File: config.mk
export PLATFORM = sky130hd
export DESIGN_NAME = ex_stage_pipe
export DESIGN_NICKNAME = d
export VERILOG_FILES = /design/src/rtl/ex_stage_pipe.sv
export SDC_FILE = /design/constraint.sdc
export NUM_CORES = 1
export LEC_CHECK = 0
export ABC_AREA = 1
export BUFFER_PORTS_ARGS = -buffer_cell sky130_fd_sc_hd__buf_4
export CAP_MARGIN = 25
export CORE_MARGIN = 3
export CORE_UTILIZATION = 44
export CTS_CLUSTER_SIZE = 12
export DETAILED_ROUTE_END_ITERATION = 7
export GPL_TIMING_DRIVEN = 0
export PLACE_DENSITY = 0.72
export SLEW_MARGIN = 20
export SYNTH_ARGS = -nofsm -noshare
export SYNTH_HDL_FRONTEND = slang
export SYNTH_SLANG_ARGS = --single-unit
File: constraint.sdc
create_clock -name clk -period 11.42 [get_ports clk]
set_clock_uncertainty 0.2 [all_clocks]
set_input_delay 0 -clock clk [delete_from_list [all_inputs] [get_ports clk]]
set_output_delay 0 -clock clk [all_outputs]
set_load 0.02 [all_outputs]
File: src/rtl/ex_stage_pipe.sv
// ============================================================================
// Module      : ex_stage_pipe
// Description : MIPS execute stage with ID/EX and EX/MEM registers, operand
//               forwarding, immediate extension, ALU, freeze and flush.
// Revision    : 1.0 - initial release
// ============================================================================
`default_nettype none

module ex_stage_pipe (
  input  logic        clk,
  input  logic        reset,
  input  logic        hold,
  input  logic        flush,
  input  logic        id_valid,
  input  logic [31:0] id_ins,
  input  logic [31:0] id_pc,
  input  logic [31:0] id_rs_val,
  input  logic [31:0] id_rt_val,
  input  logic [4:0]  id_wreg,
  input  logic [2:0]  id_alu_op,
  input  logic        id_alu_in2_chose,
  input  logic [1:0]  fwd_rs_sel,
  input  logic [1:0]  fwd_rt_sel,
  input  logic [31:0] mem_fwd_data,
  input  logic [31:0] wb_fwd_data,
  output logic        mem_valid,
  output logic [31:0] mem_ins,
  output logic [31:0] mem_pc,
  output logic [31:0] mem_alu_res,
  output logic [31:0] mem_store_data,
  output logic [4:0]  mem_wreg
);

  localparam logic [2:0] C_OP_ADD = 3'd0;
  localparam logic [2:0] C_OP_SUB = 3'd1;
  localparam logic [2:0] C_OP_OR  = 3'd2;
  localparam logic [2:0] C_OP_LUI = 3'd3;

  logic        ex_valid_q, ex_valid_d;
  logic [31:0] ex_ins_q, ex_ins_d;
  logic [31:0] ex_pc_q, ex_pc_d;
  logic [31:0] ex_rs_q, ex_rs_d;
  logic [31:0] ex_rt_q, ex_rt_d;
  logic [4:0]  ex_wreg_q, ex_wreg_d;
  logic [2:0]  ex_alu_op_q, ex_alu_op_d;
  logic        ex_in2_q, ex_in2_d;

  logic        mem_valid_q, mem_valid_d;
  logic [31:0] mem_ins_q, mem_ins_d;
  logic [31:0] mem_pc_q, mem_pc_d;
  logic [31:0] mem_res_q, mem_res_d;
  logic [31:0] mem_sd_q, mem_sd_d;
  logic [4:0]  mem_wreg_q, mem_wreg_d;

  logic [31:0] w_op_a;
  logic [31:0] w_op_b_reg;
  logic [31:0] w_op_b;
  logic [15:0] w_imm16;
  logic [31:0] w_ext_imm;
  logic [31:0] w_alu_res;

  // ID/EX: flush and invalid slots both load a bubble; hold keeps contents
  always_comb begin
    ex_valid_d  = ex_valid_q;
    ex_ins_d    = ex_ins_q;
    ex_pc_d     = ex_pc_q;
    ex_rs_d     = ex_rs_q;
    ex_rt_d     = ex_rt_q;
    ex_wreg_d   = ex_wreg_q;
    ex_alu_op_d = ex_alu_op_q;
    ex_in2_d    = ex_in2_q;
    if (!hold) begin
      if (flush || !id_valid) begin
        ex_valid_d  = 1'b0;
        ex_ins_d    = '0;
        ex_pc_d     = '0;
        ex_rs_d     = '0;
        ex_rt_d     = '0;
        ex_wreg_d   = '0;
        ex_alu_op_d = '0;
        ex_in2_d    = 1'b0;
      end else begin
        ex_valid_d  = 1'b1;
        ex_ins_d    = id_ins;
        ex_pc_d     = id_pc;
        ex_rs_d     = id_rs_val;
        ex_rt_d     = id_rt_val;
        ex_wreg_d   = id_wreg;
        ex_alu_op_d = id_alu_op;
        ex_in2_d    = id_alu_in2_chose;
      end
    end
  end

  always_comb begin
    case (fwd_rs_sel)
      2'd0:    w_op_a = ex_rs_q;
      2'd1:    w_op_a = mem_fwd_data;
      2'd2:    w_op_a = wb_fwd_data;
      default: w_op_a = '0;
    endcase
    case (fwd_rt_sel)
      2'd0:    w_op_b_reg = ex_rt_q;
      2'd1:    w_op_b_reg = mem_fwd_data;
      2'd2:    w_op_b_reg = wb_fwd_data;
      default: w_op_b_reg = '0;
    endcase
  end

  // ori zero-extends its immediate; everything else sign-extends
  assign w_imm16   = ex_ins_q[15:0];
  assign w_ext_imm = (ex_alu_op_q == C_OP_OR) ? {16'h0000, w_imm16}
                                              : {{16{w_imm16[15]}}, w_imm16};
  assign w_op_b    = ex_in2_q ? w_ext_imm : w_op_b_reg;

  always_comb begin
    case (ex_alu_op_q)
      C_OP_ADD: w_alu_res = w_op_a + w_op_b;
      C_OP_SUB: w_alu_res = w_op_a - w_op_b;
      C_OP_OR:  w_alu_res = w_op_a | w_op_b;
      C_OP_LUI: w_alu_res = {w_imm16, 16'h0000};
      default:  w_alu_res = '0;
    endcase
  end

  // EX/MEM: a bubble in EX produces all-zero fields regardless of the buses
  always_comb begin
    mem_valid_d = mem_valid_q;
    mem_ins_d   = mem_ins_q;
    mem_pc_d    = mem_pc_q;
    mem_res_d   = mem_res_q;
    mem_sd_d    = mem_sd_q;
    mem_wreg_d  = mem_wreg_q;
    if (!hold) begin
      mem_valid_d = ex_valid_q;
      mem_ins_d   = ex_valid_q ? ex_ins_q   : '0;
      mem_pc_d    = ex_valid_q ? ex_pc_q    : '0;
      mem_res_d   = ex_valid_q ? w_alu_res  : '0;
      mem_sd_d    = ex_valid_q ? w_op_b_reg : '0;
      mem_wreg_d  = ex_valid_q ? ex_wreg_q  : '0;
    end
  end

  always_ff @(posedge clk) begin
    if (reset) begin
      ex_valid_q  <= 1'b0;
      ex_ins_q    <= '0;
      ex_pc_q     <= '0;
      ex_rs_q     <= '0;
      ex_rt_q     <= '0;
      ex_wreg_q   <= '0;
      ex_alu_op_q <= '0;
      ex_in2_q    <= 1'b0;
      mem_valid_q <= 1'b0;
      mem_ins_q   <= '0;
      mem_pc_q    <= '0;
      mem_res_q   <= '0;
      mem_sd_q    <= '0;
      mem_wreg_q  <= '0;
    end else begin
      ex_valid_q  <= ex_valid_d;
      ex_ins_q    <= ex_ins_d;
      ex_pc_q     <= ex_pc_d;
      ex_rs_q     <= ex_rs_d;
      ex_rt_q     <= ex_rt_d;
      ex_wreg_q   <= ex_wreg_d;
      ex_alu_op_q <= ex_alu_op_d;
      ex_in2_q    <= ex_in2_d;
      mem_valid_q <= mem_valid_d;
      mem_ins_q   <= mem_ins_d;
      mem_pc_q    <= mem_pc_d;
      mem_res_q   <= mem_res_d;
      mem_sd_q    <= mem_sd_d;
      mem_wreg_q  <= mem_wreg_d;
    end
  end

  assign mem_valid      = mem_valid_q;
  assign mem_ins        = mem_ins_q;
  assign mem_pc         = mem_pc_q;
  assign mem_alu_res    = mem_res_q;
  assign mem_store_data = mem_sd_q;
  assign mem_wreg       = mem_wreg_q;

endmodule

`default_nettype wire

==> impl_metrics.ini, run 1 <==
[status]
status = completed

[drt]
firstDrtPassIters = 6
drtIter0Drc = 1647
routedWlPerCell_um = 20.4
drt.antenna.violating_nets = 0
routed_wl_mm = 67.0
routed_via_density = 5.50
route.detailed.drc = 0
vias = 18100

[power_and_ir_drop]
pwr-share-comb_pct = 22.6
intPower_mw = 1.74
p_seq_share_pct = 39.3
sw_frac_of_total_pct = 30.2
powerDensity_nw_per_um2 = 118
p_switching_uw = 750
peakVddDrop_mv = 0.0997
power.leakage_nw = 9.11
clkPwrFrac_pct = 38.1

[setup_path]
critPathLaunchType = flop
critPathBufInv = 6
required_ns = 11.73
crit_top_cell = a21oi_1
r2r-start = ex_in2_q$_SDFFE_PP0N_
worst-path-max-fanout = 10
crit_family = compound AO/OA/AOI/OAI gates
worstSetupPathType = reg2reg
cpMaxStageDelayCell = dfxtp_1
ff2ff_setup_slack_ns = 6.27
endpoint_kind = flop
critPathLaunch = ex_in2_q$_SDFFE_PP0N_
reg2reg_depth = 28
endpoint = mem_alu_res[31]$_SDFFE_PP0N_
reg2reg_to = mem_alu_res[31]$_SDFFE_PP0N_
worstPathArrival_ns = 5.46
crit_cells = 28
slowest_delay_ns = 0.48

[grt]
grt_max_degree = 17
track_usage_pct = 36.6
grt_pass1_vias = 17600
gr-total-overflow = 0
grt_pass1_wl_mm = 101
antenna_found_initial = 7

[placed_design]
hpwl_mm = 49.6
postPlaceCellArea_um2 = 17600
gp_congestion = 1.01
io_buffers = 342

[synthesis]
synthCells = 2203
synthFlopType = dfxtp_1
synth_top_area_share_pct = 37.6
synth_cell_types = 56
synth_async_sr_flop_share_pct = 0
syn_nets = 2447
synthTopCellsByArea = dfxtp_1, nand2_1, a21oi_1, nand3_1, ha_1
yosysWarnings = 0
synth.avg_cell_area_um2 = 6.57
synth_edf_count = 0
ys_ff_latch = 272
ys_seq_area_share_pct = 37.6
synth_top_cell_by_area = dfxtp_1
syn_area_um2 = 14500

[floorplan]
die_area_um2 = 35100
die_y_um = 187
io_pins = 344
coreArea_um2 = 32000
initial_core_util_pct = 45.3
rows = 65
fp.dieW_um = 187

[timing]
clock.fmax_mhz = 194
tns_ns = 0
final_max_slew_viol_count = 0
fin_crit_sh_pct = 45.1
grt_setup_unrepaired = false
hold_violations = 0
slew_headroom_pct = 24.9
post-route-min-period_ns = 5.15
tightest_slew_ns = 1.12
setup_viol = 0

[final_layout]
drive_gt1_share_pct = 17.1
regArea_um2 = 5450
final_common_cell = nand2_1
final_cell_mix = nand2_1, buf_4, a21oi_1
final_util_pct = 65.8
fin_nets = 3067
finalInstanceArea_um2 = 21000
fillers = 2726
multi_input_area_um2 = 8080
syn2layout_area_growth_pct = 45.4

[clock_network]
h-tree-depth = 1
root_buffer = clkbuf_16
numCtsBuffers = 30
clkSinkCount = 272
cts_setup_buffers = 0
clkTransAtPathRegs_ns = 0.07
tritoncts = built
clk_path_buf_depth = 3
clock_latency_ns = 0.58

[min_path]
hold_class = in2reg
holdPathStages = 4

[job]
maxCapViolCount = 0
power by group through the flow:
stage | Sequential (mW) | Combinational, mW | Clock, mW
finish | 0.976 | 0.562 | 0.948
global route | 0.976 | 0.607 | 0.993
CTS | 0.975 | 0.545 | 0.948
detailed placement | 0.996 | 0.475 | 0
global placement | 0.995 | 0.471 | 0
floorplan | 0.995 | 0.294 | 0
per-layer routing:
layer | track usage [%] | part of all wire (%) | vias up
met5 | 0 | 0.019 | -
met2 | 62.0 | 47 | 1015
met3 | 6.00 | 8.3 | 192
li1 | - | - | 8428
met4 | 13.6 | 4.3 | 2
met1 | 46.8 | 40 | 8435
metrics by stage:
| stage | cells | setup slack (ns) | hold WS, ns | power (mW) |
|---|---|---|---|---|
| 3_5_place_dp | 2981 | 6.43 | 0.0599 | 1.47 |
| 4_1_cts | 3278 | 6.38 | 0.00624 | 2.47 |
| 3_3_place_gp | 2980 | 6.39 | 0.0538 | 1.47 |
| 5_1_grt | 3284 | 5.93 | 0.0194 | 2.58 |
| 6_report | 3284 | 6.27 | 0.0182 | 2.49 |
| 2_1_floorplan | 2203 | 7.54 | -0.0554 | 1.29 |
logic make-up (layout without fill, tap and decap cells):
group / after synthesis / in the layout / share of synthesized area, %
simple gates: 1196 / 1196 / 35.0
other cells: 0 / 6 / 0
flops: 272 / 272 / 37.6
buf+inv: 234 / 874 / 6.52
xor+xnor: 34 / 34 / 2.06
fa+ha+maj: 34 / 34 / 2.99
compound gates: 433 / 433 / 15.8
registers in the layout, indices dropped and copies added (netlist names):
name	cells
mem_wreg	5
ex_pc_q	32
ex_valid_q	1
ex_rt_q	32
ex_wreg_q	5
ex_rs_q	32
ex_ins_q	32
mem_pc	32
ex_in2_q	1
mem_store_data	32
mem_alu_res	32
mem_valid	1
ex_alu_op_q	3
mem_ins	32
cells in the mapped netlist, types with 7 or more instances:
cell type and count:
o21ai_1 7, nand3_2 16, a21o_1 8, o21ai_0 54, nand2_1 864, ha_1 33, a21oi_1 330, inv_1 99
buf_2 14, clkbuf_1 101, nand3_1 147, nand4_1 25, inv_2 7, xor2_1 30, nand2_2 11, dfxtp_1 272
or2_2 15, nor2_1 88
area by class of cell:
cell class,instances,share of cell area [%]
sequential,272,25.9
clock buffer,45,4.26
timing repair buffer,588,23.9
antenna,6,0.0714
inverter,107,1.92
multi-input combinational,1697,38.4
tap,435,2.59
clock inverter,7,0.345
buffer,127,2.57
worst register-to-register path: cells and delay by family (launching register included):
kind | cells | cell delay, ns
xor+xnor | 1 | 0.18
simple gates | 10 | 1.01
compound gates | 9 | 1.72
fa+ha+maj | 2 | 0.64
buf+inv | 6 | 0.85
flops | 1 | 0.48
what timing repair did:
item	CTS	global route
endpoints found under the hold margin	190	0
hold buffers	245	0
resized for setup	0	0
worst min-delay path by stage:
| stage | start | slack [ns] | end |
|---|---|---|---|
| 6_report | id_ins[22] | 0.02 | ex_ins_q[22]$_SDFFE_PP0N_ |
| 5_1_grt | id_ins[9] | 0.02 | ex_ins_q[9]$_SDFFE_PP0N_ |
| 4_1_cts | mem_fwd_data[22] | 0.006 | mem_alu_res[22]$_SDFFE_PP0N_ |
| 3_5_place_dp | id_wreg[4] | 0.06 | ex_wreg_q[4]$_SDFFE_PP0N_ |
| 3_3_place_gp | id_pc[25] | 0.05 | ex_pc_q[25]$_SDFFE_PP0N_ |
| 2_1_floorplan | id_rt_val[16] | -0.06 | ex_rt_q[16]$_SDFFE_PP0N_ |
Power figures use the tool's default switching activity.
==> run 2: changes to the inputs <==
Settings changed: ABC_AREA 1 to 0, PLACE_DENSITY 0.72 to 0.75.
Clock period 11.42 ns to 4.2 ns, I/O delays scaled along.
==> run 2 against run 1 <==
Net effect:
- setup slack worse by 6.7 ns
- the flow now finishes with violations (negative hold slack, negative setup slack)
- cell area is 3.5% higher
- highest routed layer is now met4
- clock power grew to 2.8 times the previous value
- hold slack worse by 0.020 ns
- sequential share of layout area is 0.84 points lower
- total power grew to 2.9 times the previous value
- core utilization is 6.3 points higher
==> impl_metrics.ini, run 2 <==
[status]
status = finished with violations
violations = negative hold slack, negative setup slack

[final_layout]
final_common_cell = buf_4
final_cell_mix = buf_4, nor2_1, dfxtp_1
syn2layout_area_growth_pct = 58.8
finalInstanceArea_um2 = 21800
fillers = 2159
drive_gt1_share_pct = 25.9
fin_nets = 2592

[synthesis]
synth_top_cell_by_area = dfxtp_1
yosysMostFrequentCell = nor2_1
synth.area.mux_share_pct = 5.51
synth_top_family_by_area = compound AO/OA/AOI/OAI gates
synth_cell_types = 76
ys_ff_latch = 272
synthFlopType = dfxtp_1
synthSimpleGateAreaFrac_pct = 16.2
syn_nets = 1891
synthTopCellsByArea = dfxtp_1, a22oi_1, nor2_1, mux2i_1, o21ai_0
synthAdderAreaFrac_pct = 3.16
synth_compound_area_share_pct = 28.0
synthCells = 1647
synth_edf_count = 0
syn_area_um2 = 13700
yosysWarnings = 0
synth.avg_cell_area_um2 = 8.32
synth_async_sr_flop_share_pct = 0
synth_top_area_share_pct = 39.7
yosys-top-cells-count = nor2_1, dfxtp_1, a22oi_1
ys_seq_area_share_pct = 39.7
synth_xor_area_share_pct = 2.94

[setup_path]
reg2reg_depth = 25
crit_top_cell = buf_6
endpoint = mem_alu_res[29]$_SDFFE_PP0N_
r2r-start = ex_in2_q$_SDFFE_PP0N_
crit_family = compound AO/OA/AOI/OAI gates
cpMaxStageDelayCell = dfxtp_4
endpoint_kind = flop
required_ns = 4.45
crit_cells = 25
critPathLaunch = ex_in2_q$_SDFFE_PP0N_
critPathBufInv = 8
worst-path-max-fanout = 5
slowest_delay_ns = 0.38
critPathLaunchType = flop
worstPathArrival_ns = 4.84
ff2ff_setup_slack_ns = -0.39
reg2reg_to = mem_alu_res[29]$_SDFFE_PP0N_
worstSetupPathType = reg2reg

[timing]
final_max_slew_viol_count = 0
postLayoutSetupSlackWorst_ns = -0.394
fin_crit_sh_pct = 109
post-route-min-period_ns = 4.59
hold_violations = 1
slew_headroom_pct = 27.1
grt_setup_unrepaired = true
tns_ns = -3.32
tightest_slew_ns = 1.09
setup_viol = 12
clock.fmax_mhz = 218
hold_ws_ns = -0.00208

[power_and_ir_drop]
clkPwrFrac_pct = 37.3
power.leakage_nw = 8.95
intPower_mw = 4.98
totalPowerFinal_mw = 7.14
sw_frac_of_total_pct = 30.3
pwr-share-comb_pct = 25.5
p_seq_share_pct = 37.2
peakVddDrop_mv = 0.378
p_switching_mw = 2.16
powerDensity_nw_per_um2 = 328

[drt]
route.detailed.drc = 0
routed_wl_mm = 69.2
drtIter0Drc = 2119
drt.antenna.violating_nets = 0
met1_length_mm = 25.9
firstDrtPassIters = 6
met3_length_mm = 7.74
routed_via_density = 6.22
dr_wl_met2_mm = 31.0
routedWlPerCell_um = 25.0
vias = 17200
routed.top_layer = met4

[placed_design]
postPlaceCellArea_um2 = 16900
gp_congestion = 1.01
io_buffers = 342
hpwl_mm = 48.0

[grt]
grt_max_degree = 18
track_usage_pct = 39.0
grt_pass1_wl_mm = 101
gr-total-overflow = 0
grt_pass1_vias = 16700
antenna_found_initial = 5

[job]
maxCapViolCount = 0

[min_path]
hold_class = in2reg
holdPathStages = 4

[clock_network]
root_buffer = clkbuf_16
h-tree-depth = 1
numCtsBuffers = 30
clk_path_buf_depth = 3
clock_latency_ns = 0.59
clkTransAtPathRegs_ns = 0.06
clkSinkCount = 272
tritoncts = built

[floorplan]
rows = 63
coreArea_um2 = 30200
io_pins = 344
die_y_um = 182
initial_core_util_pct = 45.4
fp.dieW_um = 182
die_area_um2 = 33300
-- run 2: changes by cell type after synthesis, moves of 26 or more --
cell	previous run	this run
nand3_1	147	13
nand2_1	864	102
a22oi_1	1	256
nand2b_1	0	26
a21oi_1	330	73
inv_1	99	15
mux2i_1	0	72
nor2_1	88	305
o21ai_0	54	94
-- run 2: power groups by stage --
stage               Combinational (mW)  Sequential, mW  Clock [mW]
floorplan                        0.779            2.71           0
detailed placement                1.26            2.71           0
global placement                  1.26            2.71           0
global route                      1.92            2.66        2.75
finish                            1.82            2.66        2.66
CTS                               1.65            2.65        2.65
-- run 2: worst min path at each step --
stage | startpoint | end | slack [ns]
after global routing | id_pc[7] | ex_pc_q[7]$_SDFFE_PP0N_ | 0.01
after global placement | id_alu_op[2] | ex_alu_op_q[2]$_SDFFE_PP0N_ | 0.03
after CTS | id_rt_val[12] | ex_rt_q[12]$_SDFFE_PP0N_ | 0.0002
after detailed placement | id_rs_val[23] | ex_rs_q[23]$_SDFFE_PP0N_ | 0.04
final | id_pc[31] | ex_pc_q[31]$_SDFFE_PP0N_ | -0.002
after floorplan | id_alu_op[0] | ex_alu_op_q[0]$_SDFFE_PP0N_ | -0.06
-- run 2: cells by family (layout without fill, tap and decap cells) --
kind of cell | Yosys count | after routing
AOI/OAI and AO/OA | 553 | 553
and+or+nand+nor | 516 | 516
DFF | 272 | 272
buffers and inverters | 151 | 868
muxes | 75 | 75
xor gates and xnor gates | 46 | 46
adders and majority gates | 34 | 34
other | 0 | 10
-- run 2: metal layers --
layer / up-vias / GRT usage (%)
li1: 7430 / -
met1: 8201 / 48.7
met2: 1258 / 62.7
met3: 304 / 9.19
met4: 0 / 20.3
met5: - / 0
-- run 2: worst register-to-register path: stages, from the launching register on --
cell,delay (ns)
dfxtp_4,0.38
inv_6,0.04
clkbuf_16,0.15
clkbuf_16,0.15
mux2_4,0.32
inv_4,0.07
ha_4,0.15
buf_6,0.10
o21ai_4,0.07
nor2_4,0.15
nand3_4,0.14
buf_4,0.17
o21ai_2,0.11
xor2_1,0.17
ha_1,0.28
buf_6,0.13
a21o_1,0.18
a31oi_4,0.19
o22ai_4,0.13
o2111ai_4,0.27
a21oi_4,0.11
buf_6,0.13
o41ai_4,0.37
nor3_2,0.08
a21oi_1,0.12
a21oi_1,0.07
-- run 2: cell type report --
type                    instances  area [µm²]  area share (%)
multi-input cells            1224        8470            38.9
repair buffers                675        5720            26.3
flip-flops and latches        272        5450            25.0
clock buffers                  37         797            3.66
plain buffers                 128         577            2.65
well taps                     390         488            2.24
clock inverters                11         166           0.765
inverters                      17        71.3           0.328
diodes                         10        25.0           0.115
-- run 2: through the flow --
step / setup WS [ns] / utilization [%] / hold WS, ns / std cells
after floorplan: 0.00147 / - / -0.0559 / 1647
after global placement: -1.22 / 55.9 / 0.0283 / 2379
after detailed placement: -1.22 / 55.9 / 0.0365 / 2379
after CTS: -0.291 / 70.7 / 0.000152 / 2735
after global routing: -0.537 / 72.1 / 0.0116 / 2760
final: -0.394 / 72.1 / -0.00208 / 2764
-- run 2: what timing repair did --
action,4_1_cts,5_1_grt
hold endpoints to repair,184,0
gates resized for setup,122,55
pin swaps,67,44
hold buffers,253,0
endpoints found under the setup margin,28,23
setup buffers,59,21
==> run 3: changes to the inputs <==
Settings changed: SKIP_CTS_REPAIR_TIMING from default to 1.
==> run 3 against run 2 <==
Net effect:
- the flow still finishes with violations (negative hold slack, negative setup slack)
- critical path type unchanged
- sequential power is essentially flat
- via count shrank 3.8%
- largest cell class unchanged
- global-route usage shrank 4.7 points
- largest power group is now the clock network
- sequential share of layout area grew 0.81 points
- critical endpoint is now mem_alu_res[31]$_SDFFE_PP0N_
- combinational power shrank 4%
- core utilization shrank 2.3 points
- cell area shrank 3.2%
- register-to-register slack gained 0.02 ns
==> impl_metrics.ini, run 3 (same netlist as run 2, synthesis figures left out) <==
[grt]
grt_max_degree = 18
grt_pass1_vias = 14000
gr-total-overflow = 0
track_usage_pct = 34.3
grt_pass1_wl_mm = 88.2
antenna_found_initial = 6

[setup_path]
slowest_delay_ns = 0.39
crit_chain = buf_6 -> inv_6 -> clkbuf_16 -> buf_12 -> mux2_4 -> inv_4 -> ha_4 -> o21ai_4 -> nor2_4 -> nand3_4 -> o21ai_2 -> xor2_1 -> ha_1 -> and4_4 -> nand3_4 -> a211oi_4 -> o2111ai_2 -> a21oi_4 -> buf_6 -> o221ai_4 -> nand2b_4 -> mux2_4 -> o31ai_4
worstSetupPathType = reg2reg
reg2reg_depth = 23
ff2ff_setup_slack_ns = -0.37
worstPathArrival_ns = 4.85
r2r-start = ex_in2_q$_SDFFE_PP0N_
endpoint = mem_alu_res[31]$_SDFFE_PP0N_
critPathLaunchType = flop
required_ns = 4.48
worst-path-max-fanout = 8
cpMaxStageDelayCell = a211oi_4
crit_cells = 23
crit_family = compound AO/OA/AOI/OAI gates
critPathBufInv = 6
critPathLaunch = ex_in2_q$_SDFFE_PP0N_
reg2reg_to = mem_alu_res[31]$_SDFFE_PP0N_
endpoint_kind = flop

[min_path]
hold_class = in2reg

[clock_network]
clkTransAtPathRegs_ns = 0.06
clkSinkCount = 272
h-tree-depth = 1
tritoncts = built
clock_latency_ns = 0.60
root_buffer = clkbuf_16
numCtsBuffers = 30
clk_path_buf_depth = 3

[timing]
slew_headroom_pct = 24.5
fin_crit_sh_pct = 109
setup_viol = 13
post-route-min-period_ns = 4.57
grt_setup_unrepaired = true
hold_ws_ns = -0.0585
hold_violations = 21
clock.fmax_mhz = 219
tightest_slew_ns = 1.13
postLayoutSetupSlackWorst_ns = -0.370
tns_ns = -3.06
final_max_slew_viol_count = 0

[drt]
vias = 16500
routedWlPerCell_um = 24.7
drtIter0Drc = 1870
routed_wl_mm = 66.4
drt.antenna.violating_nets = 0
firstDrtPassIters = 7
routed_via_density = 6.16
route.detailed.drc = 0

[floorplan]
rows = 63
initial_core_util_pct = 45.4
io_pins = 344
die_area_um2 = 33300
fp.dieW_um = 182
coreArea_um2 = 30200
die_y_um = 182

[final_layout]
fin_nets = 2516
finalNonFillerCells = 2685
drive_gt1_share_pct = 26.0
final_cell_mix = buf_4, nor2_1, dfxtp_1
final_common_cell = buf_4
syn2layout_area_growth_pct = 53.8

[placed_design]
dpl_worst_slack_ns = -1.22
hpwl_mm = 48.0
io_buffers = 342
dp.cells = 2379
gp_congestion = 1.01

[status]
status = finished with violations
violations = negative hold slack, negative setup slack

[power_and_ir_drop]
peakVddDrop_mv = 0.391
power.leakage_nw = 8.63
powerDensity_nw_per_um2 = 336

[job]
maxCapViolCount = 0
## run 3: changes by cell type in the layout (fill, tap and decap cells not counted), sizes merged
| cell | before | now |
|---|---|---|
| diode | 10 | 7 |
| buf | 445 | 429 |
| dlygate4sd3 | 253 | 193 |
## run 3: area by class of cell
| cell class | count | area, µm² |
|---|---|---|
| clock inverters | 11 | 166 |
| plain buffers | 129 | 583 |
| clock buffers | 37 | 797 |
| diodes | 7 | 17.5 |
| repair buffers | 598 | 5020 |
| inverters | 17 | 73.8 |
| flip-flops and latches | 272 | 5450 |
| fillers | 2305 | 9120 |
| well taps | 390 | 488 |
| multi-input cells | 1224 | 8480 |
## run 3: tightest hold or removal path: stages
cell	delay, ns
buf_4	0.12
mux2i_1	0.18
o2bb2ai_2	0.17
a22oi_1	0.16
nor2_1	0.05
## run 3: how the worst min path moves through the flow
stage / startpoint / cells past startpoint / to / slack [ns]
floorplan: id_alu_op[0] / 2 / ex_alu_op_q[0]$_SDFFE_PP0N_ / -0.06
global placement: id_alu_op[2] / 3 / ex_alu_op_q[2]$_SDFFE_PP0N_ / 0.03
detailed placement: id_rs_val[23] / 3 / ex_rs_q[23]$_SDFFE_PP0N_ / 0.04
CTS: id_ins[16] / 3 / ex_ins_q[16]$_SDFFE_PP0N_ / -0.57
global route: wb_fwd_data[1] / 5 / mem_store_data[1]$_SDFFE_PP0N_ / 0.003
finish: wb_fwd_data[1] / 5 / mem_store_data[1]$_SDFFE_PP0N_ / -0.06
## run 3: report_power, final
group	switching, mW	internal, mW
registers	0.0374	2.62
clock network	1.14	1.52
logic	0.972	0.781
## run 3: through the flow
step | power (mW) | util [%] | cell area, µm²
after detailed placement | 3.98 | 55.9 | 16900
after global placement | 3.97 | 55.9 | 16900
after global routing | 7.26 | 69.8 | 21100
after CTS | 6.58 | 59.1 | 17800
final | 7.08 | 69.8 | 21100
after floorplan | 3.49 | - | 13800
## run 3: per-layer routing
layer | global-route usage, % | share of wire (%) | routed length, µm | up-vias
li1 | - | - | - | 7283
met1 | 46.3 | 39 | 26000 | 7899
met2 | 53.9 | 45 | 30000 | 1127
met3 | 7.71 | 10 | 6830 | 232
met4 | 12.6 | 5.3 | 3490 | 0
met5 | 0 | 0 | 0 | -
